===== src/rtl/alu_cmd_sequencer_if.sv =====
// Bus bundle between the ALU command sequencer and its environment:
// program load, run control, ALU operand/opcode buses and the result stream.
interface alu_cmd_sequencer_if #(
   parameter int PA_W = 4
);
   logic            prog_we;
   logic [PA_W-1:0] prog_addr;
   logic [11:0]     prog_data;
   logic [PA_W:0]   prog_len;
   logic            start;
   logic            busy;
   logic            done;
   logic [7:0]      alu_ui;
   logic [7:0]      alu_uio;
   logic [7:0]      alu_uo;
   logic            res_valid;
   logic            res_ready;
   logic [7:0]      res_data;
   logic [PA_W-1:0] res_idx;

   modport master (
      input  prog_we, prog_addr, prog_data, prog_len, start, alu_uo, res_ready,
      output busy, done, alu_ui, alu_uio, res_valid, res_data, res_idx
   );

   modport slave (
      output prog_we, prog_addr, prog_data, prog_len, start, alu_uo, res_ready,
      input  busy, done, alu_ui, alu_uio, res_valid, res_data, res_idx
   );
endinterface


===== src/rtl/alu_cmd_sequencer.sv =====
// Issues a stored program of ALU commands back-to-back, captures each tagged
// ALU result after the fixed ALU latency and streams results in program order.
module alu_cmd_sequencer #(
   parameter int PROG_DEPTH = 16,
   parameter int RES_DEPTH  = 4,
   parameter int ALU_LAT    = 2
) (
   input logic                 clk,
   input logic                 rst,
   alu_cmd_sequencer_if.master bus
);
   localparam int PA_W   = $clog2(PROG_DEPTH);
   localparam int RA_W   = $clog2(RES_DEPTH);
   localparam int PIPE_D = ALU_LAT + 1;
   localparam int CNT_W  = $clog2(RES_DEPTH + PIPE_D + 1);
   localparam logic [7:0] NOP_UIO = 8'h0F;

   typedef enum logic [1:0] {IDLE, RUN, DRAIN} state_e;

   state_e          state_q;
   logic [PA_W-1:0] pc_q;
   logic [PA_W:0]   len_q;
   logic [7:0]      alu_ui_q;
   logic [7:0]      alu_uio_q;
   logic            done_q;
   logic [PIPE_D-1:0] pipe_v_q;
   logic [PA_W-1:0]   pipe_tag_q [PIPE_D];

   logic [11:0]     prog_mem  [PROG_DEPTH];
   logic [7:0]      fifo_data [RES_DEPTH];
   logic [PA_W-1:0] fifo_tag  [RES_DEPTH];
   logic [RA_W-1:0] wr_ptr_q, wr_ptr_d, rd_ptr_q, rd_ptr_d;
   logic [RA_W:0]   count_q, count_d;

   logic [CNT_W-1:0] inflight;
   logic             credit, issue, push, pop;

   // NOTE: every always_comb output gets a default before any branch so no latch is inferred.
   always_comb begin
      inflight = '0;
      for (int i = 0; i < PIPE_D; i++) begin
         inflight = inflight + CNT_W'(pipe_v_q[i]);
      end
      credit   = (CNT_W'(count_q) + inflight) < CNT_W'(RES_DEPTH);
      issue    = (state_q == RUN) && credit;
      push     = pipe_v_q[PIPE_D-1];
      pop      = (count_q != '0) && bus.res_ready;
      wr_ptr_d = push ? wr_ptr_q + 1'b1 : wr_ptr_q;
      rd_ptr_d = pop  ? rd_ptr_q + 1'b1 : rd_ptr_q;
      count_d  = count_q;
      if (push && !pop) begin
         count_d = count_q + 1'b1;
      end else if (!push && pop) begin
         count_d = count_q - 1'b1;
      end
   end

   // NOTE: sequential state uses non-blocking assignments so every register samples pre-edge values.
   always_ff @(posedge clk or posedge rst) begin
      if (rst) begin
         state_q   <= IDLE;
         pc_q      <= '0;
         len_q     <= '0;
         alu_ui_q  <= 8'h00;
         alu_uio_q <= NOP_UIO;
         done_q    <= 1'b0;
         pipe_v_q  <= '0;
         for (int i = 0; i < PIPE_D; i++) begin
            pipe_tag_q[i] <= '0;
         end
      end else begin
         done_q    <= 1'b0;
         alu_ui_q  <= 8'h00;
         alu_uio_q <= NOP_UIO;
         pipe_v_q  <= {pipe_v_q[PIPE_D-2:0], issue};
         pipe_tag_q[0] <= pc_q;
         for (int i = 1; i < PIPE_D; i++) begin
            pipe_tag_q[i] <= pipe_tag_q[i-1];
         end
         case (state_q)
            IDLE: begin
               if (bus.start && bus.prog_len != '0) begin
                  len_q   <= bus.prog_len;
                  pc_q    <= '0;
                  state_q <= RUN;
               end
            end
            RUN: begin
               if (credit) begin
                  alu_ui_q  <= prog_mem[pc_q][7:0];
                  alu_uio_q <= {4'b0000, prog_mem[pc_q][11:8]};
                  pc_q      <= pc_q + 1'b1;
                  if ({1'b0, pc_q} == len_q - 1'b1) begin
                     state_q <= DRAIN;
                  end
               end
            end
            DRAIN: begin
               if (pipe_v_q == '0) begin
                  done_q  <= 1'b1;
                  state_q <= IDLE;
               end
            end
            default: state_q <= IDLE;
         endcase
      end
   end

   // NOTE: storage arrays carry no reset; validity is tracked by state, pointers and count.
   always_ff @(posedge clk) begin
      if (bus.prog_we && state_q == IDLE) begin
         prog_mem[bus.prog_addr] <= bus.prog_data;
      end
   end

   always_ff @(posedge clk) begin
      if (push) begin
         fifo_data[wr_ptr_q] <= bus.alu_uo;
         fifo_tag[wr_ptr_q]  <= pipe_tag_q[PIPE_D-1];
      end
   end

   always_ff @(posedge clk or posedge rst) begin
      if (rst) begin
         wr_ptr_q <= '0;
         rd_ptr_q <= '0;
         count_q  <= '0;
      end else begin
         wr_ptr_q <= wr_ptr_d;
         rd_ptr_q <= rd_ptr_d;
         count_q  <= count_d;
      end
   end

   assign bus.busy      = (state_q != IDLE);
   assign bus.done      = done_q;
   assign bus.alu_ui    = alu_ui_q;
   assign bus.alu_uio   = alu_uio_q;
   assign bus.res_valid = (count_q != '0);
   // Head is masked while empty so the unreset storage never shows on the bus.
   assign bus.res_data  = bus.res_valid ? fifo_data[rd_ptr_q] : 8'h00;
   assign bus.res_idx   = bus.res_valid ? fifo_tag[rd_ptr_q] : '0;
endmodule


===== src/flat_wrapper.sv =====
// flat-port wrapper written by rule: the top's interface ports become plain ports
module alu_cmd_sequencer_flat 
#(
   parameter int PROG_DEPTH = 16,
   parameter int RES_DEPTH  = 4,
   parameter int ALU_LAT    = 2
)
  (clk, rst, bus_prog_we, bus_prog_addr, bus_prog_data, bus_prog_len, bus_start, bus_alu_uo, bus_res_ready, bus_busy, bus_done, bus_alu_ui, bus_alu_uio, bus_res_valid, bus_res_data, bus_res_idx);
  alu_cmd_sequencer_if #(.PA_W((4))) bus_i ();
  input logic clk;
  input logic rst;
  input wire logic [$bits(bus_i.prog_we)-1:0] bus_prog_we;
  input wire logic [$bits(bus_i.prog_addr)-1:0] bus_prog_addr;
  input wire logic [$bits(bus_i.prog_data)-1:0] bus_prog_data;
  input wire logic [$bits(bus_i.prog_len)-1:0] bus_prog_len;
  input wire logic [$bits(bus_i.start)-1:0] bus_start;
  input wire logic [$bits(bus_i.alu_uo)-1:0] bus_alu_uo;
  input wire logic [$bits(bus_i.res_ready)-1:0] bus_res_ready;
  output wire logic [$bits(bus_i.busy)-1:0] bus_busy;
  output wire logic [$bits(bus_i.done)-1:0] bus_done;
  output wire logic [$bits(bus_i.alu_ui)-1:0] bus_alu_ui;
  output wire logic [$bits(bus_i.alu_uio)-1:0] bus_alu_uio;
  output wire logic [$bits(bus_i.res_valid)-1:0] bus_res_valid;
  output wire logic [$bits(bus_i.res_data)-1:0] bus_res_data;
  output wire logic [$bits(bus_i.res_idx)-1:0] bus_res_idx;
  assign bus_i.prog_we = bus_prog_we;
  assign bus_i.prog_addr = bus_prog_addr;
  assign bus_i.prog_data = bus_prog_data;
  assign bus_i.prog_len = bus_prog_len;
  assign bus_i.start = bus_start;
  assign bus_i.alu_uo = bus_alu_uo;
  assign bus_i.res_ready = bus_res_ready;
  assign bus_busy = bus_i.busy;
  assign bus_done = bus_i.done;
  assign bus_alu_ui = bus_i.alu_ui;
  assign bus_alu_uio = bus_i.alu_uio;
  assign bus_res_valid = bus_i.res_valid;
  assign bus_res_data = bus_i.res_data;
  assign bus_res_idx = bus_i.res_idx;
  alu_cmd_sequencer #(.PROG_DEPTH(PROG_DEPTH), .RES_DEPTH(RES_DEPTH), .ALU_LAT(ALU_LAT)) u_core (.clk(clk), .rst(rst), .bus(bus_i));
endmodule

===== config.mk =====
export PLATFORM = sky130hd
export DESIGN_NAME = alu_cmd_sequencer_flat
export DESIGN_NICKNAME = d
export VERILOG_FILES = /design/src/rtl/alu_cmd_sequencer_if.sv /design/src/rtl/alu_cmd_sequencer.sv /design/src/flat_wrapper.sv
export SDC_FILE = /design/constraint.sdc
export NUM_CORES = 1
export LEC_CHECK = 0
export CORE_MARGIN = 8
export CORE_UTILIZATION = 55
export DETAILED_ROUTE_END_ITERATION = 7
export GPL_TIMING_DRIVEN = 0
export PLACE_DENSITY_LB_ADDON = 0.12
export REMOVE_ABC_BUFFERS = 1
export SETUP_SLACK_MARGIN = 0.15
export SLEW_MARGIN = 40
export SYNTH_ARGS = -nofsm -noshare
export SYNTH_HDL_FRONTEND = slang
export SYNTH_SLANG_ARGS = --single-unit

===== constraint.sdc =====
create_clock -name clk -period 3.01 [get_ports clk]
set_input_delay 0.7525 -clock clk [delete_from_list [all_inputs] [get_ports clk]]
set_output_delay 0.7525 -clock clk [all_outputs]
set_load 0.01 [all_outputs]

After elaboration in Yosys (flattened, before gate mapping)
Memory sizes are Yosys's and may differ from the RTL's. Cells that the tools add are included.

Flip-flop bits (word level): 50. Memory bits (writable): 240. Word-level logic and storage cells: 73. Memories kept: 3.

Add/sub/neg operators: 9. Magnitude comparators: 1. Equal/unequal tests: 7. Muxes and demuxes: 22. Reduce and logical (&&, ||, !) cells: 18.

Memory list: u_core.prog_mem (depth 16, width 12, read ports 1, clocked after memory_dff 0, write ports 1, RTL line alu_cmd_sequencer.sv:29) `logic [11:0] prog_mem [PROG_DEPTH];`; u_core.fifo_data (depth 4, width 8, read ports 1, clocked after memory_dff 0, write ports 1, RTL line alu_cmd_sequencer.sv:30) `logic [7:0] fifo_data [RES_DEPTH];`; u_core.fifo_tag (depth 4, width 4, read ports 1, clocked after memory_dff 0, write ports 1, RTL line alu_cmd_sequencer.sv:31) `logic [PA_W-1:0] fifo_tag [RES_DEPTH];`.

Operators by type and width (count): 8-bit two-way mux (4); 4-bit two-way mux (4); 2-bit two-way mux (4); 4-bit case mux with 2 select lines (1); 1-bit logical AND (6); 1-bit two-way mux (6); 3-bit two-way mux (2); 2-bit by 1-bit inequality test with 1-bit output (second input constant) (3); 2-bit case mux with 3 select lines (1); 2-bit nonzero test (3); 4-bit by 5-bit == test with 1-bit output (1); 5-bit nonzero test (1); 5-bit by 1-bit subtractor with 5-bit output (second input constant) (1); 2-bit by 1-bit adder with 2-bit output (second input constant) (2); 4-bit by 1-bit adder with 4-bit output (second input constant) (1); 4-bit AND reduction (1); 3-bit by 1-bit adder with 3-bit output (1); 3-bit by 1-bit adder with 3-bit output (second input constant) (1); 3-bit adder (1); 3-bit logical NOT (1); 3-bit < comparator (second input constant) (1); 3-bit AND reduction (1); 3-bit nonzero test (1); 3-bit by 1-bit subtractor with 3-bit output (second input constant) (1); 7 further kinds (8).

Longest topological paths before layout
Depth after elaboration: 6. Depth in mapped cells: 9. Depth with buffers taken out: 8.

Least setup slack after synthesis
Ideal clock, no wire load.

Kind: register -> register. From: register u_core.state_q[0]. To: memory u_core.prog_mem[0][0], enable pin. Library setup time: 0.396 ns. Arrival time: 2.087 ns. Path slack: 0.527 ns. Cell stages (with the launch flop): 5. Buffers on the path: 0. Cell sequence: dfrtp_1 nor2_1 nand2_1 or3_1 nor3_1.

Cells in the longest elaborated chain, start to end: 4.

RTL lines: start, declared (RTL line alu_cmd_sequencer.sv:20) `state_e state_q;`; start signal, assigned (RTL line alu_cmd_sequencer.sv:61) `state_q <= IDLE;`; start signal, assigned (RTL line alu_cmd_sequencer.sv:85) `state_q <= RUN;`; start signal, assigned (RTL line alu_cmd_sequencer.sv:94) `state_q <= DRAIN;`; 2-bit logical NOT (RTL line alu_cmd_sequencer.sv:111) `if (bus.prog_we && state_q == IDLE) begin`; 1-bit logical AND (RTL line alu_cmd_sequencer.sv:111); 1-bit two-way mux (RTL line alu_cmd_sequencer.sv:111); 1-bit two-way mux (implied by the code) (RTL line alu_cmd_sequencer.sv:112) `prog_mem[bus.prog_addr] <= bus.prog_data;`; end, declared (RTL line alu_cmd_sequencer.sv:29).

No other way between the ends.

Worst setup path after layout
From: register u_core.rd_ptr_q[0]. To: output bus_res_idx[0].

Cells in the longest elaborated chain, start to end: 2.

RTL lines: start, declared (RTL line alu_cmd_sequencer.sv:32) `logic [RA_W-1:0] wr_ptr_q, wr_ptr_d, rd_ptr_q, rd_ptr_d;`; start signal, assigned (RTL line alu_cmd_sequencer.sv:130) `rd_ptr_q <= rd_ptr_d;`; memory read 4 x 4 bit; 4-bit two-way mux (RTL line alu_cmd_sequencer.sv:142) `assign bus.res_idx = bus.res_valid ? fifo_tag[rd_ptr_q] : '0;`; end, declared (RTL line flat_wrapper.sv:25) `output wire logic [$bits(bus_i.res_idx)-1:0] bus_res_idx;`.

No other way between the ends.

==> impl_results.html <==
<table>
<tr><th>Metric</th><th>Value</th></tr>
<tr><th colspan="2">Timing</th></tr>
<tr><td>Final Hold Viols</td><td>0</td></tr>
<tr><td>Tcrit/Tclk final</td><td>0.926</td></tr>
<tr><td>RSZ-0062 raised after global routing</td><td>yes</td></tr>
<tr><td>Max Clock Skew</td><td>18.3 ps</td></tr>
<tr><td>Worst rel slew slack</td><td>0.549</td></tr>
<tr><td>Transition at the pin with the smallest max-transition slack</td><td>between 600 and 700 ps</td></tr>
<tr><td>Final worst path period need</td><td>about 2800 ps</td></tr>
<tr><td>Final worst-path setup slack</td><td>224 ps</td></tr>
<tr><td>Worst hold slack</td><td>about 340 ps</td></tr>
<tr><td>Fin. max-slew vios</td><td>0</td></tr>
<tr><td>Maximum frequency from static timing analysis</td><td>roughly 360 MHz</td></tr>
<tr><td>Sum of negative setup slack</td><td>0 ps</td></tr>
<tr><td>Final-report setup violation count</td><td>0</td></tr>
<tr><th colspan="2">Pwr</th></tr>
<tr><td>Final total power</td><td>roughly 12 mW</td></tr>
<tr><td>Relative contribution of combinational cells to total power</td><td>0.254</td></tr>
<tr><td>Sequential Power Share</td><td>0.455</td></tr>
<tr><td>Switching Share</td><td>0.281</td></tr>
<tr><td>Lkg Pwr</td><td>approximately 4.5 nW</td></tr>
<tr><td>Pwr/cell area</td><td>approximately 890 mW/mm^2</td></tr>
<tr><td>Net switching power figure</td><td>roughly 3.3 mW</td></tr>
<tr><td>Clock power share</td><td>0.290</td></tr>
<tr><td>Peak supply drop</td><td>just over 0.6 mV</td></tr>
<tr><td>Internal portion of total power</td><td>approximately 8.4 mW</td></tr>
<tr><th colspan="2">Global routing</th></tr>
<tr><td>Global-route total usage across every layer</td><td>0.172</td></tr>
<tr><td>Most crowded layer after global routing</td><td>met2</td></tr>
<tr><td>Number of global-route vias before repair</td><td>roughly 5600</td></tr>
<tr><td>Met3 Usage GRT</td><td>0.0290</td></tr>
<tr><td>Overall overflow remaining after global route</td><td>0</td></tr>
<tr><td>Global Route met2 Usage</td><td>0.285</td></tr>
<tr><td>Global-route wire length before repair</td><td>~33000 um</td></tr>
<tr><td>Pin count of the biggest net entering global routing</td><td>39</td></tr>
<tr><td>Met1 demand-to-capacity share in global routing</td><td>0.232</td></tr>
<tr><td>Number of antenna violations at the first check in global routing</td><td>0</td></tr>
<tr><th colspan="2">Final layout</th></tr>
<tr><td>Diodes inserted</td><td>0</td></tr>
<tr><td>Final instance count without filler cells</td><td>about 900</td></tr>
<tr><td>Layout net count</td><td>between 600 and 700</td></tr>
<tr><td>Most frequent standard cell in the layout excluding fill and tap cells</td><td>sky130_fd_sc_hd__edfxtp_1</td></tr>
<tr><td>Commonest non-fill, non-tap cells in the layout</td><td>sky130_fd_sc_hd__edfxtp_1, sky130_fd_sc_hd__clkdlybuf4s50_1, sky130_fd_sc_hd__mux4_2</td></tr>
<tr><td>FILL cells</td><td>between 1000 and 1500</td></tr>
<tr><td>Fin util</td><td>0.654</td></tr>
<tr><td>Signed area change from the synthesized netlist to the final layout</td><td>17.3%</td></tr>
<tr><td>Final Cell Area</td><td>between 0.01 and 0.015 sq mm</td></tr>
<tr><td>Fraction of layout cells with a size suffix above 1</td><td>0.195</td></tr>
<tr><th colspan="2">Clock network</th></tr>
<tr><td>Clock net sink count</td><td>roughly 290</td></tr>
<tr><td>Inserted Clock Buffers</td><td>28</td></tr>
<tr><td>H-tree Lvls</td><td>1</td></tr>
<tr><td>Latest clock arrival within the worst-skew pair</td><td>around 530 ps</td></tr>
<tr><td>Cell chosen for the clock root</td><td>sky130_fd_sc_hd__clkbuf_16</td></tr>
<tr><td>Clock-pin slew on the worst setup and hold paths</td><td>about 60 ps</td></tr>
<tr><td>CTS tree</td><td>yes</td></tr>
<tr><td>Hold Buf Count CTS</td><td>0</td></tr>
<tr><td>Maximum root-to-sink buffer count</td><td>3</td></tr>
<tr><th colspan="2">Drt</th></tr>
<tr><td>Number of detailed-route iterations in the first pass</td><td>4</td></tr>
<tr><td>Vias/cell</td><td>approximately 5.8</td></tr>
<tr><td>Antenna Nets Post-Route</td><td>0</td></tr>
<tr><td>Detailed Route WL</td><td>between 20000 and 25000 um</td></tr>
<tr><td>Post-DR wirelength/cell</td><td>around 23 um</td></tr>
<tr><td>Detailed router's first-iteration violation count</td><td>roughly 350</td></tr>
<tr><td>Post-route DRC</td><td>0</td></tr>
<tr><td>Vias after detailed routing</td><td>between 5000 and 6000</td></tr>
<tr><th colspan="2">Critical path</th></tr>
<tr><td>Reg-to-reg critical path startpoint</td><td>u_core.state_q[0]$_DFFE_PP0P_</td></tr>
<tr><td>Critical path fanouts, max</td><td>7</td></tr>
<tr><td>CP Class</td><td>reg2out</td></tr>
<tr><td>Arr. time, crit path</td><td>between 2000 and 2500 ps</td></tr>
<tr><td>Reg2Reg Depth</td><td>6</td></tr>
<tr><td>CP Capture Type</td><td>output port</td></tr>
<tr><td>Launching element of the worst setup path</td><td>u_core.rd_ptr_q[0]$_DFFE_PP0P_</td></tr>
<tr><td>Destination of the critical timing path</td><td>bus_res_idx[0]</td></tr>
<tr><td>Endpoint of the worst-slack reg-to-reg timing path</td><td>u_core.prog_mem[0][9]$_DFFE_PP_</td></tr>
<tr><td>Startpoint kind of the worst setup timing path</td><td>flop</td></tr>
<tr><td>WP data required</td><td>between 2000 and 2500 ps</td></tr>
<tr><td>Slack of the worst reg-to-reg path</td><td>about 460 ps</td></tr>
<tr><th colspan="2">Placed design</th></tr>
<tr><td>Placer Congestion</td><td>roughly 0.74</td></tr>
<tr><td>Cell total after placement</td><td>between 800 and 900</td></tr>
<tr><td>Setup slack at placement</td><td>between 80 and 90 ps</td></tr>
<tr><td>Quantity of I/O buffers inserted on ports</td><td>60</td></tr>
<tr><td>Instance area at placement</td><td>~0.012 sq mm</td></tr>
<tr><td>HPWL reported at the end of detailed placement</td><td>approximately 13000 um</td></tr>
<tr><th colspan="2">Logic synthesis</th></tr>
<tr><td>Post-synth design cell area</td><td>0.0112 sq mm</td></tr>
<tr><td>YS warnings</td><td>0</td></tr>
<tr><td>Number of distinct standard cells referenced by the synthesized netlist</td><td>48</td></tr>
<tr><td>Synthesis-stage register bit count</td><td>~290</td></tr>
<tr><td>Synth Area per Inst</td><td>20.3 sq um</td></tr>
<tr><td>Seq/Total Area, Yosys</td><td>0.746</td></tr>
<tr><td>Instance count of the mapped netlist</td><td>approximately 550</td></tr>
<tr><th colspan="2">Floorplan</th></tr>
<tr><td>Floorplan die area</td><td>roughly 0.025 sq mm</td></tr>
<tr><td>Std-Cell Core Area</td><td>0.0201 sq mm</td></tr>
<tr><td>Ports placed on the boundary</td><td>65</td></tr>
<tr><td>Starting Density</td><td>0.558</td></tr>
<tr><td>Height of the die</td><td>about 160 um</td></tr>
<tr><td>Row count</td><td>between 50 and 60</td></tr>
<tr><td>Die extent in x</td><td>159 um</td></tr>
<tr><th colspan="2">Worst hold path</th></tr>
<tr><td>Worst min-delay path class</td><td>reg2reg</td></tr>
<tr><th colspan="2">Outcome</th></tr>
<tr><td>Result of the run</td><td>finished, final reports clean</td></tr>
<tr><th colspan="2">Flow run</th></tr>
<tr><td>Number of max-cap violations</td><td>0</td></tr>
</table>
[routing by layer]
| layer | wire length (um) | share of wire |
|---|---|---|
| met1 | 9370 | 0.43 |
| met2 | 10800 | 0.50 |
| met3 | 1110 | 0.052 |
| met4 | 272 | 0.013 |
| met5 | 0 | 0 |
[worst min path at each step]
| stage | start | end | slack [ps] | cells past startpoint |
|---|---|---|---|---|
| 2_1_floorplan | u_core.pipe_tag_q[4]$_DFF_PP0_ | u_core.pipe_tag_q[0]$_DFF_PP0_ | 330 | 0 |
| 3_3_place_gp | u_core.pipe_tag_q[6]$_DFF_PP0_ | u_core.pipe_tag_q[2]$_DFF_PP0_ | 330 | 0 |
| 3_5_place_dp | u_core.pipe_tag_q[8]$_DFF_PP0_ | u_core.pipe_tag_q[4]$_DFF_PP0_ | 340 | 0 |
| 4_1_cts | u_core.pipe_tag_q[9]$_DFF_PP0_ | u_core.pipe_tag_q[5]$_DFF_PP0_ | 350 | 0 |
| 5_1_grt | u_core.pipe_tag_q[7]$_DFF_PP0_ | u_core.pipe_tag_q[3]$_DFF_PP0_ | 360 | 0 |
| 6_report | u_core.pipe_tag_q[9]$_DFF_PP0_ | u_core.pipe_tag_q[5]$_DFF_PP0_ | 340 | 0 |
[state kept, by name (all words and copies together), names as in the netlist]
register	count
u_core.pipe_v_q	3
u_core.fifo_tag	16
u_core.len_q	5
u_core.prog_mem	192
u_core.bus.done	1
u_core.bus.alu_uio	4
u_core.pc_q	4
u_core.count_q	3
u_core.wr_ptr_q	2
u_core.pipe_tag_q	12
u_core.bus.alu_ui	8
u_core.rd_ptr_q	2
u_core.fifo_data	32
u_core.state_q	2
[worst max-delay path, cell delays in order, from the launching register on]
cell and delay, ps:
sky130_fd_sc_hd__dfrtp_4 440, sky130_fd_sc_hd__buf_8 150, sky130_fd_sc_hd__mux4_2 480, sky130_fd_sc_hd__and2_1 160, sky130_fd_sc_hd__dlygate4sd2_1 280
[synth_stat cells, drive strengths merged]
master | n | area [sq um]
conb | 1 | 3.75
fa | 1 | 20.0
a211oi | 16 | 120
nand3b | 1 | 7.51
buf | 20 | 159
nor3 | 5 | 25.0
nand4 | 1 | 6.26
o21ai | 4 | 23.8
nor4b | 1 | 8.76
or4 | 1 | 11.3
edfxtp | 240 | 7210
dfstp | 4 | 105
ha | 11 | 138
o31ai | 1 | 7.51
a211o | 1 | 8.76
or3 | 3 | 18.8
nand4b | 3 | 26.3
mux4 | 60 | 1420
clkbuf | 8 | 30.0
nand3 | 10 | 50.1
and4 | 1 | 8.76
nor2 | 15 | 56.3
a21oi | 3 | 15.0
and2 | 17 | 106
o211ai | 2 | 28.8
o2111ai | 1 | 8.76
and4b | 1 | 10.0
xnor2 | 5 | 43.8
nor2b | 13 | 81.3
mux2 | 5 | 56.3
nor4 | 1 | 6.26
mux2i | 11 | 110
and3 | 1 | 6.26
xor2 | 5 | 43.8
a22oi | 8 | 60.1
dfrtp | 42 | 1050
o32ai | 1 | 8.76
nand2 | 10 | 37.5
o31a | 1 | 8.76
nand2b | 2 | 12.5
inv | 14 | 52.6
[logic make-up after synthesis]
| family | share of synthesized area |
|---|---|
| flops | 0.746 |
| simple gates | 0.0427 |
| mux | 0.142 |
| buf+inv | 0.0215 |
| compound gates | 0.0259 |
| fa+ha+maj | 0.0141 |
| xor+xnor | 0.00781 |
| other cells | 0.000334 |
[power groups by stage]
stage | combinational (mW) | clock [mW] | sequential (mW)
3_5_place_dp | 2.98 | 0 | 5.48
6_report | 2.98 | 3.41 | 5.34
4_1_cts | 3.02 | 3.46 | 5.36
2_1_floorplan | 1.86 | 0 | 5.38
3_3_place_gp | 2.74 | 0 | 5.62
5_1_grt | 3.26 | 3.62 | 5.42
[area by class of cell]
| cell class | count | area, sq um | area share |
|---|---|---|---|
| sequential | 286 | 8380 | 0.637 |
| multi-input combinational | 226 | 2740 | 0.208 |
| clock buffer | 40 | 777 | 0.0591 |
| timing repair buffer | 73 | 744 | 0.0566 |
| tap | 270 | 338 | 0.0257 |
| clock inverter | 11 | 124 | 0.00942 |
| inverter | 14 | 55.1 | 0.00418 |
[what timing repair did]
action,CTS,global route
pin swaps,0,0
gates resized for setup,18,5
buffers inserted,2,0
endpoints found under the setup margin,14,7
(Power assumes the default switching activity.)
